==> config.mk <==
export PLATFORM = sky130hd
export DESIGN_NAME = spi_master_ctrl
export DESIGN_NICKNAME = d
export VERILOG_FILES = /design/src/rtl/spi_pkg.sv /design/src/rtl/spi_m_shreg.sv /design/src/rtl/spi_master_ctrl.sv
export SDC_FILE = /design/constraint.sdc
export NUM_CORES = 1
export LEC_CHECK = 0
export ABC_AREA = 0
export CORE_MARGIN = 2
export CORE_UTILIZATION = 55
export CTS_BUF_LIST = sky130_fd_sc_hd__clkbuf_8
export DETAILED_ROUTE_END_ITERATION = 8
export DONT_BUFFER_PORTS = 1
export PLACE_DENSITY = 0.72
export SYNTH_ARGS = -nofsm -noshare
export SYNTH_HDL_FRONTEND = slang
export SYNTH_HIERARCHICAL = 1
export SYNTH_SLANG_ARGS = --single-unit
==> constraint.sdc <==
create_clock -name clk -period 2.9 [get_ports clk]
set_input_delay 0.58 -clock clk [delete_from_list [all_inputs] [get_ports clk]]
set_output_delay 0.58 -clock clk [all_outputs]
set_load 0.02 [all_outputs]
==> src/rtl/spi_pkg.sv <==
// rtl/spi_pkg.sv - shared command encodings, frame sizes and master state type
package spi_pkg;

   localparam logic [1:0] CMD_WR_ADDR = 2'b00;
   localparam logic [1:0] CMD_WR_DATA = 2'b01;
   localparam logic [1:0] CMD_RD_ADDR = 2'b10;
   localparam logic [1:0] CMD_RD_DATA = 2'b11;

   localparam int FRAME_BITS = 10;
   localparam int DATA_BITS  = 8;

   typedef enum logic [2:0] {
      S_IDLE,
      S_LEAD,
      S_SHIFT,
      S_WAIT,
      S_RECV,
      S_TAIL,
      S_GAP
   } spi_m_state_t;

endpackage

==> src/rtl/spi_m_shreg.sv <==
// rtl/spi_m_shreg.sv - 10-bit load/shift-out register plus 8-bit MISO shift-in path
module spi_m_shreg
   import spi_pkg::*;
(
   input  logic                  clk,
   input  logic                  rst,
   input  logic                  load,
   input  logic [FRAME_BITS-1:0] load_data,
   input  logic                  shift_out,
   input  logic                  shift_in,
   input  logic                  miso,
   output logic                  out_bit,
   output logic [DATA_BITS-1:0]  in_data
);

   logic [FRAME_BITS-1:0] out_q;

   // outgoing frame: parallel load, then MSB-first shift toward out_bit
   always_ff @(posedge clk) begin
      if (rst)
         out_q <= '0;
      else if (load)
         out_q <= load_data;
      else if (shift_out)
         out_q <= {out_q[FRAME_BITS-2:0], 1'b0};
   end

   // reply byte: MSB-first capture of MISO
   always_ff @(posedge clk) begin
      if (rst)
         in_data <= '0;
      else if (shift_in)
         in_data <= {in_data[DATA_BITS-2:0], miso};
   end

   assign out_bit = out_q[FRAME_BITS-1];

endmodule

==> src/rtl/spi_master_ctrl.sv <==
// rtl/spi_master_ctrl.sv - SPI master framing 10-bit RAM commands and capturing read replies
module spi_master_ctrl
   import spi_pkg::*;
#(
   parameter int LEAD    = 2,
   parameter int TAIL    = 2,
   parameter int RD_WAIT = 2,
   parameter int GAP     = 1
) (
   input  logic       clk,
   input  logic       rst,
   input  logic       cmd_valid,
   output logic       cmd_ready,
   input  logic [1:0] cmd,
   input  logic [7:0] cmd_data,
   output logic       rsp_valid,
   output logic [7:0] rsp_data,
   output logic       busy,
   output logic       SS_n,
   output logic       MOSI,
   input  logic       MISO
);

   spi_m_state_t   state, state_nx;
   logic [3:0]     cnt, cnt_nx;
   logic           rd_q;
   logic           take, last, shift_out, shift_in, out_bit, mosi_nx, rsp_fire;
   logic [DATA_BITS-1:0] in_data;

   // per-state cycle count minus one; TAIL and GAP must also fit the 4-bit counter
   function automatic logic [3:0] reload(input spi_m_state_t s);
      case (s)
         S_LEAD:  reload = 4'(LEAD - 1);
         S_SHIFT: reload = 4'(FRAME_BITS - 1);
         S_WAIT:  reload = 4'(RD_WAIT - 1);
         S_RECV:  reload = 4'(DATA_BITS - 1);
         S_TAIL:  reload = 4'(TAIL - 1);
         S_GAP:   reload = 4'(GAP - 1);
         default: reload = 4'd0;
      endcase
   endfunction

   assign take     = (state == S_IDLE) && cmd_valid;
   assign last     = (cnt == 4'd0);
   assign rsp_fire = (state == S_RECV) && last;
   // first MISO sample lands on the edge that leaves WAIT, so RECV ends one edge after the 8th
   assign shift_in  = ((state == S_WAIT) && last) || ((state == S_RECV) && !last);
   assign shift_out = (state_nx == S_SHIFT);

   spi_m_shreg u_shreg (
      .clk       (clk),
      .rst       (rst),
      .load      (take),
      .load_data ({cmd, cmd_data}),
      .shift_out (shift_out),
      .shift_in  (shift_in),
      .miso      (MISO),
      .out_bit   (out_bit),
      .in_data   (in_data)
   );

   // next state, counter reload and next MOSI value
   always_comb begin
      state_nx = state;
      case (state)
         S_IDLE:  if (cmd_valid) state_nx = S_LEAD;
         S_LEAD:  if (last) state_nx = S_SHIFT;
         S_SHIFT: if (last) state_nx = rd_q ? S_WAIT : S_TAIL;
         S_WAIT:  if (last) state_nx = S_RECV;
         S_RECV:  if (last) state_nx = S_TAIL;
         S_TAIL:  if (last) state_nx = S_GAP;
         S_GAP:   if (last) state_nx = S_IDLE;
         default: state_nx = S_IDLE;
      endcase

      if (state_nx != state)
         cnt_nx = reload(state_nx);
      else if (state == S_IDLE)
         cnt_nx = cnt;
      else
         cnt_nx = cnt - 4'd1;

      // during LEAD the register MSB is cmd[1]; on the accepting edge take it from the input
      mosi_nx = 1'b0;
      if (state_nx == S_LEAD || state_nx == S_SHIFT)
         mosi_nx = take ? cmd[1] : out_bit;
   end

   // state, counter and registered outputs
   always_ff @(posedge clk) begin
      if (rst) begin
         state     <= S_IDLE;
         cnt       <= 4'd0;
         rd_q      <= 1'b0;
         SS_n      <= 1'b1;
         MOSI      <= 1'b0;
         cmd_ready <= 1'b1;
         busy      <= 1'b0;
         rsp_valid <= 1'b0;
         rsp_data  <= 8'h00;
      end else begin
         state     <= state_nx;
         cnt       <= cnt_nx;
         if (take)
            rd_q <= (cmd == CMD_RD_DATA);
         SS_n      <= (state_nx == S_IDLE) || (state_nx == S_GAP);
         MOSI      <= mosi_nx;
         cmd_ready <= (state_nx == S_IDLE);
         busy      <= (state_nx != S_IDLE);
         rsp_valid <= rsp_fire;
         if (rsp_fire)
            rsp_data <= in_data;
      end
   end

endmodule
==> flow_metrics.tcl <==
set metrics [dict create \
    finalNetCount 204 \
    worst_r2r_startpoint "cnt[0]" \
    cts.sinks 39 \
    min-delay-path-class "in2reg" \
    reg2reg_setup_slack_ps 620 \
    num_io_pins 27 \
    antenna_found_initial 0 \
    grt_pass1_wl_mm 5.58 \
    synth_area_leader_cell "dfxtp_1" \
    synth_seq_cells 39 \
    synthMuxAreaShare 0.148 \
    dieWidth_microns 60.6 \
    status "completed" \
    start_util 0.576 \
    drtAntennaViolNets 0 \
    r2r-end "u_shreg/out_q[3]" \
    grt_pass1_vias 1300 \
    hold_end "u_shreg/out_q[0]" \
    drive_above_1_share 0.0737 \
    seq_area_frac_synth 0.444 \
    port_buffers 0 \
    wl_per_cell_microns 14.3 \
    crit_required_ps 3100 \
    worst_path_dominant_cell_family "simple AND/OR/NAND/NOR gates" \
    hold_depth 1 \
    finalSetupViolCount 0 \
    area_delta_synth_final_pct 5.19 \
    grt_overflow_total 0 \
    synth_fa_ha_area_frac 0.00711 \
    async_reset_ff_frac 0 \
    fin_crit_sh 0.787 \
    die_y_microns 60.6 \
    cts-root-buf "clkbuf_8" \
    synth_top_family_by_area "simple AND/OR/NAND/NOR gates" \
    relSlewSlack 0.546 \
    cts_max_path_buffers 2 \
    core_sq_mm 0.00305 \
    max-vdd-ir-drop_uv 443 \
    p_per_area_mw_per_mm2 914 \
    cp.arrival_ps 2480 \
    r2r_cells 8 \
    netlist-cell-type-count 38 \
    diodes 0 \
    finalWirelength_mm 3.35 \
    max_stage_delay_ps 460 \
    post_cts_buffers 0 \
    ys_warn_count 6 \
    synth_ff_type "dfxtp_1" \
    clkLatencyLatePin_ps 290 \
    synthTopCellsByArea "dfxtp_1 44%, mux2i_1 15%, nor2_1 4.9%, a211oi_1 3.8%, nor2b_1 3.2%" \
    vias 1340 \
    die-area_sq_mm 0.00367 \
    path_class "reg2reg" \
    synth_nets 207 \
    cp.depth 8 \
    cp_max_fo 10 \
    cts_resized 0 \
    crit_slowest_cell "or3b_1" \
    hold_start "rst" \
    cts_tree "yes" \
    cts_hold_buf 0 \
    cts_max_level 2 \
    post-route-util 0.606 \
    synth_top_area_frac 0.444 \
    setup-tns-final_ps 0 \
    crit_path_end_kind "register" \
    clk_pin_slew_ps 70 \
    post-route-worst-setup-slack_ps 618 \
    dpl.hpwl_mm 2.26 \
    p_leak_nw 0.707 \
    synth_simple_gate_area_share 0.178 \
    tightest_slew_ps 675 \
    drtIter0Drc 104 \
    synth_xor_xnor_area_share 0 \
    dr.pass1.iters 4 \
    crit_path_start_kind "register" \
    synthesis.instances 192 \
    drv_cap 0 \
    slew_violations 0 \
    grt_max_degree 38 \
    synth.avg_cell_area_sq_um 9.16 \
    path_cells "inv_1 -> ha_1 -> or3b_1 -> or3_1 -> a21oi_1 -> buf_4 -> mux2i_1 -> a211oi_1" \
    cts_made_buffers 5 \
    drc 0 \
    std_cell_rows 20 \
    fmax_ghz 0.438 \
    track_usage 0.201 \
    hold_viol_final 0 \
    path_buf_inv 2 \
    synth_edf_count 0 \
    pre_cts_ws_ps 670 \
    via_per_inst 5.73 \
    syn-cell-area_sq_mm 0.00176 \
    fin_skew_ps 1.56 \
    finalCriticalPeriod_ps 2280 \
    synth_compound_area_frac 0.166 \
    place.gp.congestion 0.911 \
    grt_setup_unrepaired "no" \
]
==> flip-flops by register name, indices dropped and copies added, names as in the netlist, 3 cells and up <==
| name | count |
|---|---|
| cnt | 4 |
| rsp_data | 8 |
| u_shreg/in_data | 8 |
| u_shreg/out_q | 10 |
| state | 3 |
==> metal layers <==
| layer | routed length [microns] | vias to the layer above | share of wire | track usage |
|---|---|---|---|---|
| met1 | 1520 | 620 | 0.45 | 0.253 |
| met4 | 42 | 0 | 0.013 | 0.0870 |
| li1 | - | 676 | - | - |
| met2 | 1600 | 39 | 0.48 | 0.320 |
| met5 | 0 | - | 0 | 0 |
| met3 | 189 | 5 | 0.056 | 0.0640 |
==> final cells by class <==
type | count | area [sq um]
clock buffers | 5 | 68.8
clock inverters | 3 | 16.3
fillers | 286 | 1200
inverters | 6 | 22.5
multi-input cells | 133 | 877
flip-flops and latches | 39 | 781
well taps | 44 | 55.1
repair buffers | 4 | 30.0
==> cell families (layout without fill, tap and decap cells) <==
kind of cell             count (synthesis)  after routing
AO/OA/AOI/OAI                           43             43
adder cells (fa/ha/maj)                  1              1
buffers and inverters                   20             18
flip-flops                              39             39
multiplexers                            26             26
AND/OR/NAND/NOR                         63             63
==> stage by stage <==
stage | cell area, sq um | instances | hold WS [ps] | power [mW]
4_1_cts | 1850 | 234 | 340 | 1.69
5_1_grt | 1850 | 234 | 335 | 1.80
3_5_place_dp | 1770 | 226 | 459 | 1.35
3_3_place_gp | 1770 | 226 | 457 | 1.32
6_report | 1850 | 234 | 345 | 1.69
2_1_floorplan | 1760 | 192 | 446 | 1.25
==> worst max-delay path by stage <==
| stage | from | end | slack (ps) |
|---|---|---|---|
| CTS | cnt[0] | u_shreg/out_q[3] | 640 |
| finish | cnt[0] | u_shreg/out_q[3] | 620 |
| global route | cnt[0] | u_shreg/out_q[5] | 480 |
| detailed placement | cnt[0] | u_shreg/out_q[3] | 670 |
| floorplan | cnt[0] | u_shreg/out_q[1] | 840 |
| global placement | cnt[0] | u_shreg/out_q[1] | 730 |
==> cell usage after synthesis, types with 2 or more instances <==
cell type,instances
a2111oi_0,3
a31oi_1,2
nor3b_1,2
a211oi_1,9
or3b_1,3
nand2b_1,2
nand2_1,13
or3_1,2
buf_6,2
dfxtp_1,39
a21oi_1,11
buf_1,2
mux2i_1,26
inv_1,5
nor2b_1,9
nor4_1,2
clkbuf_1,3
buf_2,6
a221oi_1,2
nor2_1,23
o21ai_0,6
nand3_1,2
nor3_1,3
==> where the power goes <==
| part | internal [mW] | switching (mW) |
|---|---|---|
| Combinational | 0.269 | 0.328 |
| Sequential | 0.628 | 0.123 |
| Clock | 0.164 | 0.178 |
| Total | 1.06 | 0.630 |
==> cell usage in the layout, fill, tap and decap left out, drive strengths merged, types with 2 or more instances in the layout <==
master,instances
a2111oi,3
a211oi,9
a21oi,12
a221oi,2
a31oi,2
buf,4
clkbuf,5
clkinv,2
dfxtp,39
inv,6
mux2i,26
nand2,13
nand2b,2
nand3,2
nor2,24
nor2b,9
nor3,3
nor3b,2
nor4,2
o21ai,6
or3,2
or3b,3
Note: power is estimated with default switching activity, not from simulation.
